## config.mk

```make
export PLATFORM = sky130hd
export DESIGN_NAME = mem_port_arbiter
export DESIGN_NICKNAME = d
export VERILOG_FILES = /design/src/rtl/mem_port_arbiter_pkg.sv /design/src/rtl/mem_arb_pick.sv /design/src/rtl/mem_port_arbiter.sv
export SDC_FILE = /design/constraint.sdc
export NUM_CORES = 1
export LEC_CHECK = 0
export CAP_MARGIN = 20
export CORE_MARGIN = 1.5
export CORE_UTILIZATION = 30
export CTS_CLUSTER_DIAMETER = 200
export CTS_CLUSTER_SIZE = 30
export DETAILED_ROUTE_END_ITERATION = 10
export GPL_TIMING_DRIVEN = 0
export PLACE_DENSITY = 0.68
export SLEW_MARGIN = 20
export SYNTH_ARGS = -nofsm -noshare
export SYNTH_HDL_FRONTEND = slang
export SYNTH_SLANG_ARGS = --single-unit
```

## constraint.sdc

```tcl
create_clock -name clk -period 2.2 [get_ports clk]
set_clock_uncertainty 0.05 [all_clocks]
set_input_delay 0.55 -clock clk [delete_from_list [all_inputs] [get_ports clk]]
set_output_delay 0.55 -clock clk [all_outputs]
set_load 0.01 [all_outputs]
```

## src/rtl/mem_port_arbiter_pkg.sv

```systemverilog
// Shared definitions for the IF/DM single-port RAM arbiter.
package mem_port_arbiter_pkg;

  typedef enum logic [1:0] {
    ST_IDLE  = 2'd0,
    ST_WRITE = 2'd1,
    ST_READ  = 2'd2
  } state_t;

  typedef enum logic {
    REQ_IF = 1'b0,
    REQ_DM = 1'b1
  } req_id_t;

  localparam int DEF_MEM_LAT    = 1;
  localparam int DEF_STARVE_MAX = 4;

  // Counter widths cover the legal ranges MEM_LAT 0..7 and STARVE_MAX 1..15.
  localparam int LAT_W    = 3;
  localparam int STARVE_W = 4;

endpackage

```

## src/rtl/mem_arb_pick.sv

```systemverilog
// Combinational winner select: DM normally wins, IF wins alone or once DM has
// been granted STARVE_MAX times in a row while IF was waiting.
module mem_arb_pick
  import mem_port_arbiter_pkg::*;
#(
  parameter int STARVE_MAX = DEF_STARVE_MAX
) (
  input  logic                if_req,
  input  logic                dm_req,
  input  logic [STARVE_W-1:0] starve_cnt,
  output req_id_t             winner,
  output logic                valid
);

  localparam logic [STARVE_W-1:0] STARVE_LIM = STARVE_W'(STARVE_MAX);

  // Priority decision; IF is the fallback winner when DM is not eligible.
  always_comb begin
    valid  = if_req | dm_req;
    winner = REQ_IF;
    if (dm_req && !(if_req && (starve_cnt == STARVE_LIM))) begin
      winner = REQ_DM;
    end
  end

endmodule

```

## src/rtl/mem_port_arbiter.sv

```systemverilog
// Shares one single-port RAM between the instruction-fetch (IF) and the
// load/store (DM) paths with a registered request/grant/response FSM.
module mem_port_arbiter
  import mem_port_arbiter_pkg::*;
#(
  parameter int ADDR_W     = 32,
  parameter int DATA_W     = 32,
  parameter int MEM_LAT    = DEF_MEM_LAT,
  parameter int STARVE_MAX = DEF_STARVE_MAX
) (
  input  logic              clk,
  input  logic              reset,
  input  logic              if_req_i,
  input  logic [ADDR_W-1:0] if_addr_i,
  output logic              if_gnt_o,
  output logic              if_rvalid_o,
  output logic [DATA_W-1:0] if_rdata_o,
  input  logic              dm_req_i,
  input  logic              dm_we_i,
  input  logic [ADDR_W-1:0] dm_addr_i,
  input  logic [DATA_W-1:0] dm_wdata_i,
  output logic              dm_gnt_o,
  output logic              dm_rvalid_o,
  output logic [DATA_W-1:0] dm_rdata_o,
  output logic              we_o,
  output logic [ADDR_W-1:0] addr_o,
  output logic [DATA_W-1:0] data_o,
  input  logic [DATA_W-1:0] data_i,
  output logic              busy_o
);

  localparam logic [LAT_W-1:0]    LAT_LAST   = LAT_W'(MEM_LAT);
  localparam logic [STARVE_W-1:0] STARVE_LIM = STARVE_W'(STARVE_MAX);

  state_t              state_q, state_d;
  req_id_t             owner_q, owner_d;
  logic [LAT_W-1:0]    lat_q, lat_d;
  logic [STARVE_W-1:0] starve_q, starve_d;

  logic              if_gnt_d, dm_gnt_d, if_rvalid_d, dm_rvalid_d, we_d, busy_d;
  logic [DATA_W-1:0] if_rdata_d, dm_rdata_d, data_d;
  logic [ADDR_W-1:0] addr_d;

  req_id_t pick_winner;
  logic    pick_valid;

  mem_arb_pick #(
    .STARVE_MAX(STARVE_MAX)
  ) u_pick (
    .if_req    (if_req_i),
    .dm_req    (dm_req_i),
    .starve_cnt(starve_q),
    .winner    (pick_winner),
    .valid     (pick_valid)
  );

  // Next-state and next-output logic; pulses default low, data defaults hold.
  always_comb begin
    // NOTE: every signal gets a default here so no path through the case can infer a latch.
    state_d     = state_q;
    owner_d     = owner_q;
    lat_d       = lat_q;
    starve_d    = starve_q;
    if_gnt_d    = 1'b0;
    dm_gnt_d    = 1'b0;
    if_rvalid_d = 1'b0;
    dm_rvalid_d = 1'b0;
    if_rdata_d  = if_rdata_o;
    dm_rdata_d  = dm_rdata_o;
    we_d        = 1'b0;
    addr_d      = addr_o;
    data_d      = data_o;

    unique case (state_q)
      ST_IDLE: begin
        if (!if_req_i) starve_d = '0;
        if (pick_valid) begin
          owner_d = pick_winner;
          lat_d   = '0;
          if (pick_winner == REQ_DM) begin
            dm_gnt_d = 1'b1;
            addr_d   = dm_addr_i;
            if (if_req_i) begin
              starve_d = (starve_q == STARVE_LIM) ? STARVE_LIM : starve_q + 1'b1;
            end
            if (dm_we_i) begin
              we_d    = 1'b1;
              data_d  = dm_wdata_i;
              state_d = ST_WRITE;
            end else begin
              state_d = ST_READ;
            end
          end else begin
            if_gnt_d = 1'b1;
            addr_d   = if_addr_i;
            starve_d = '0;
            state_d  = ST_READ;
          end
        end
      end
      ST_WRITE: begin
        addr_d  = '0;
        data_d  = '0;
        state_d = ST_IDLE;
      end
      ST_READ: begin
        if (lat_q == LAT_LAST) begin
          addr_d  = '0;
          state_d = ST_IDLE;
          if (owner_q == REQ_IF) begin
            if_rvalid_d = 1'b1;
            if_rdata_d  = data_i;
          end else begin
            dm_rvalid_d = 1'b1;
            dm_rdata_d  = data_i;
          end
        end else begin
          lat_d = lat_q + 1'b1;
        end
      end
      default: state_d = ST_IDLE;
    endcase

    busy_d = (state_d != ST_IDLE);
  end

  // State and registered outputs; reset aborts any transaction in flight.
  always_ff @(posedge clk or negedge reset) begin
    // NOTE: sequential state uses non-blocking assignments so all flops update together.
    if (!reset) begin
      state_q     <= ST_IDLE;
      owner_q     <= REQ_IF;
      lat_q       <= '0;
      starve_q    <= '0;
      if_gnt_o    <= 1'b0;
      dm_gnt_o    <= 1'b0;
      if_rvalid_o <= 1'b0;
      dm_rvalid_o <= 1'b0;
      if_rdata_o  <= '0;
      dm_rdata_o  <= '0;
      we_o        <= 1'b0;
      addr_o      <= '0;
      data_o      <= '0;
      busy_o      <= 1'b0;
    end else begin
      state_q     <= state_d;
      owner_q     <= owner_d;
      lat_q       <= lat_d;
      starve_q    <= starve_d;
      if_gnt_o    <= if_gnt_d;
      dm_gnt_o    <= dm_gnt_d;
      if_rvalid_o <= if_rvalid_d;
      dm_rvalid_o <= dm_rvalid_d;
      if_rdata_o  <= if_rdata_d;
      dm_rdata_o  <= dm_rdata_d;
      we_o        <= we_d;
      addr_o      <= addr_d;
      data_o      <= data_d;
      busy_o      <= busy_d;
    end
  end

endmodule

```

# After elaboration in Yosys (flattened, before gate mapping)
# Cells that the tools add are included.
# classes
n_addsub,2
n_reduce_logical,14
eq_ne,9
n_bitwise,2
muxes,38
# ops
op,count
32-bit two-way mux,6
32-bit case mux with 3 select lines,1
32-bit case mux with 2 select lines,1
4-bit two-way mux,5
1-bit two-way mux,17
3-bit AND reduction,4
"2-bit != test, second input constant",5
2-bit two-way mux,4
3-bit two-way mux,2
3-bit case mux with 2 select lines,1
2-bit nonzero test,3
"4-bit by 1-bit adder with 4-bit output, second input constant",1
"4-bit by 3-bit equality test with 1-bit output, second input constant",1
2-bit case mux with 2 select lines,1
4-bit AND reduction,1
"3-bit by 1-bit adder with 3-bit output, second input constant",1
"3-bit by 1-bit equality test with 1-bit output, second input constant",1
3-bit nonzero test,1
"2-bit by 1-bit equality test with 1-bit output, second input constant",1
"2-bit equality test, second input constant",1
1-bit logical AND,2
2-bit logical NOT,1
2-bit AND reduction,1
1-bit logical NOT,1
other kinds (2),2
# word_totals
out_inout_bits,134
regBits,144
elab_cells,79

# Depth between registers and ports, before layout
# depth
ltp_word,9
ltp_mapped,8

# Hierarchy
# Synthesis repeated with hierarchy kept, for this count alone.
# hier_totals
hier_cells,469
area_unflattened_um2,6423.7
# modules_own_cells
mod,area_each_um2,cells_each,seq_area_each_um2,n_inst
mem_port_arbiter,6394.9,466,3603.5,1
mem_arb_pick,28.8,3,0.0,1

# Worst setup path after synthesis
# No wires, ideal clock.
# synth_path
kind,register to register
from,register state_q[0]
to,register addr_o[0]
setup_time_ps,74
path_slack_ps,309
n_path_buf,2
synth_period_minus_slack_ps,1891
stages_incl_launch_ff,9
t_arrival_ps,1767
path_cell_list,dfrtp_1 inv_1 ha_1 buf_6 nor3b_4 a211o_1 or2_4 buf_6 o21ai_2
# synth_between
elab_chain_cells,3
# synth_rtl
item,line,text
start: declaration,mem_port_arbiter.sv:35,"state_t state_q, state_d;"
start signal: assignment,mem_port_arbiter.sv:146,state_q <= state_d;
2-bit equality test (tied with other cells),mem_port_arbiter.sv:74,unique case (state_q)
2-bit != test (no line) or 3-bit nonzero test (tied branches),-,
3-bit AND reduction (no line),-,
end signal: assignment,mem_port_arbiter.sv:157,addr_o <= addr_d;
end: declaration,mem_port_arbiter.sv:26,"output logic [ADDR_W-1:0] addr_o,"
# Several ways; a longest one is shown, not always the timed one.
# A chain may end at the register's enable or synchronous reset.

# Worst setup path in the final report
# layout_path
from,register state_q[0]
to,register addr_o[11]
# Same word-level chain as after synthesis.

==> impl_metrics.toml <==
[floorplanning]
row_count = 50
floorplan.io_pins = 267
die_x_um = 143
dieArea_um2 = 20400
floorplan.core_area_um2 = 18900
start_util_pct = 31.0
die-height_um = 143

[placement]
gp_routability_congestion = 0.743
numPortBuffers = 266
place_area_um2 = 8870
post-place-ws_ps = -325
hpwlAfterDp_um = 11800

[drt]
detail_route.drc_violations = 0
wl_um = 15500
drt_first_iter_violations = 127
vias_per_cell = 4.54
routed_wire_length_per_instance_um = 15.8
vias = 4481
first_pass_drt_iterations = 5
drtAntennaViolNets = 0

[power]
power_frac_comb_pct = 43.6
seq_power_share_pct = 33.2
power_frac_clock_pct = 23.2
power_switching_mw = 4.31
sw_frac_of_total_pct = 31.4
p_int_mw = 9.40
pwr_density_cell_nw_per_um2 = 1430
design_power_total_mw = 13.7
ir_drop_uv = 681
static_leak_nw = 4.17

[synth]
synthesis.area_per_instance_um2 = 13.7
synth_cell_types = 32
synth_seq_area_share_pct = 61.6
syn-instance-count = 427
synth-async-reset-ratio_pct = 100
yosys_register_bits = 144
synth.yosys.warnings = 0
syn_area_um2 = 5850
syn_nets = 568
synth_flop_cell = "sky130_fd_sc_hd__dfrtp_1"
synth_enable_flop_cells = 0

[final_layout]
drive_gt1_share_pct = 19.8
syn_to_final_growth_pct = 63.4
final_nets = 854
finish.instance_area_um2 = 9570
antennaDiodeCount = 0

[critical_path]
worstReg2RegEnd = "addr_o[11]"
worst_ep_required_time_ps = 2480
worstSetupStartpointType = "flop"
timing.critical_path.fanout_max = 10
reg2reg_setup_slack_ps = 150
critical_path_class = "flop to flop"
crit_arrival_ps = 2330
r2r.worst_path.cells = 8
crit_path_end_kind = "flop"
crit-reg2reg-launch = "state_q[0]"

[sta]
timing.slew.headroom_pct = 61.7
final-max-slew-violation-count = 0
maxClockFrequency_mhz = 488
final-setup-viol-count = 0
fin_ws_ps = 150
tightest_slew_ps = 569
period_needed_ps = 2050
setup-tns-final_ps = 0
min_period_over_period_pct = 93.2
timing_hold_violations_final = 0
setup_repair_after_global_routing_missed_its_margin = "false"

[clocking]
clock_tree.root_cell = "sky130_fd_sc_hd__clkbuf_16"
tritoncts_buffer_count = 17
worst_skew_pair.late_latency_ps = 410
tritoncts = "built"
clock_sink_count = 144
h_tree_levels = 4
max-clock-path-buffers = 2
clk_transition_reported_paths_ps = 60

[global_routing]
via_count_of_the_first_global_routing_pass = 4833
grt-ovfl-total = 0
globalRouteTotalUtil_pct = 15.8
antenna_found_initial = 0
pin_count_of_the_biggest_net_entering_global_routing = 74
grt_first_pass_wirelength_um = 25100

[min_path]
min-delay-path-class = "input pin to asynchronous set/reset pin"

[run]
maxCapViolations = 0

[status]
outcome = "finished, final reports clean"
## stage by stage
step	util, %	hold slack [ps]	cells
6_report	50.6	44.8	986
5_1_grt	50.6	66.6	986
4_1_cts	50.5	44.5	986
3_5_place_dp	47.0	420	954
3_3_place_gp	46.8	412	953
2_1_floorplan	-	204	427
## Yosys cell counts, drive strengths merged, types with 2 or more instances
| cell type | n | area (µm²) |
|---|---|---|
| dfrtp | 144 | 3600 |
| mux2 | 64 | 721 |
| nand2 | 41 | 154 |
| o21ai | 39 | 270 |
| a22o | 35 | 307 |
| mux2i | 33 | 330 |
| buf | 16 | 105 |
| inv | 9 | 33.8 |
| ha | 8 | 100 |
| clkbuf | 7 | 26.3 |
| nor2 | 6 | 25.0 |
| a21o | 3 | 22.5 |
| nand2b | 3 | 18.8 |
| nand3 | 3 | 15.0 |
| a21oi | 2 | 10.0 |
| nor3b | 2 | 26.3 |
| o22ai | 2 | 12.5 |
## layer usage
metal	part of all wire, %	vias to the layer above	global-route usage (%)
met2	51	170	27.4
met1	41	2209	18.2
met3	7.7	11	6.27
li1	-	2091	-
met5	0	-	0
met4	0.87	0	3.85
## kinds of logic (layout without fill, tap and decap cells)
| family | Yosys count | in the layout | synth area share [%] |
|---|---|---|---|
| DFF | 144 | 144 | 61.6 |
| muxes | 97 | 97 | 18.0 |
| AOI/OAI and AO/OA | 84 | 84 | 11.0 |
| and+or+nand+nor | 62 | 62 | 4.94 |
| buffers and inverters | 32 | 331 | 2.82 |
| adders and majority gates | 8 | 8 | 1.71 |
## area by class of cell
class,count,area (µm²)
repair buffers,268,2700
clock buffers,17,425
fillers,1657,9330
clock inverters,15,231
flip-flops and latches,144,3600
multi-input cells,251,2100
well taps,260,325
plain buffers,22,143
inverters,9,33.8
## flip-flops by register name, summed over array words and instances, names as in the netlist
name         cells
addr_o          32
busy_o           1
data_o          32
dm_gnt_o         1
dm_rdata_o      32
dm_rvalid_o      1
if_gnt_o         1
if_rdata_o      32
if_rvalid_o      1
lat_q            3
owner_q          1
starve_q         4
state_q          2
we_o             1
## power groups by stage
stage               clock [mW]  sequential, mW  combinational [mW]
global route              3.42            4.71                6.45
finish                    3.19            4.55                5.98
floorplan                    0            5.06                2.25
CTS                       3.28            4.57                6.04
global placement             0            4.53                5.90
detailed placement           0            4.59                6.02
## worst max path at each step
stage	from	to	slack, ps	cells after the start
6_report	state_q[0]	addr_o[11]	150	8
3_3_place_gp	reset	addr_o[28]	-5030	1
2_1_floorplan	state_q[0]	addr_o[0]	310	8
3_5_place_dp	if_req_i	addr_o[4]	-330	6
5_1_grt	starve_q[0]	addr_o[2]	10	7
4_1_cts	state_q[0]	if_rdata_o[7]	-20	7
## cells in the final DEF, fill, tap and decap left out, types with 5 or more instances in the layout
cell / instances
sky130_fd_sc_hd__o21ai_2: 20
sky130_fd_sc_hd__dfrtp_1: 144
sky130_fd_sc_hd__ha_1: 8
sky130_fd_sc_hd__nor2_1: 5
sky130_fd_sc_hd__buf_2: 8
sky130_fd_sc_hd__a22o_1: 35
sky130_fd_sc_hd__o21ai_1: 10
sky130_fd_sc_hd__clkbuf_16: 17
sky130_fd_sc_hd__mux2i_1: 33
sky130_fd_sc_hd__o21ai_0: 9
sky130_fd_sc_hd__inv_1: 9
sky130_fd_sc_hd__clkdlybuf4s50_1: 265
sky130_fd_sc_hd__nand2_1: 41
sky130_fd_sc_hd__mux2_2: 64
sky130_fd_sc_hd__bufinv_16: 5
sky130_fd_sc_hd__clkinvlp_4: 5
## worst max-delay path, stage by stage (launching register included)
cell	delay (ps)
sky130_fd_sc_hd__dfrtp_1	410
sky130_fd_sc_hd__inv_1	90
sky130_fd_sc_hd__ha_1	210
sky130_fd_sc_hd__buf_6	130
sky130_fd_sc_hd__nor3b_4	160
sky130_fd_sc_hd__a211o_4	350
sky130_fd_sc_hd__or2_4	270
sky130_fd_sc_hd__buf_6	150
sky130_fd_sc_hd__o21ai_1	140
## timing repair
action,4_1_cts,5_1_grt
pin swaps,0,1
setup buffers,0,1
gates resized for setup,1,16
hold buffers,0,0
setup endpoints to repair,29,82
gates cloned,0,0
Note: power is estimated with default switching activity, not from simulation.
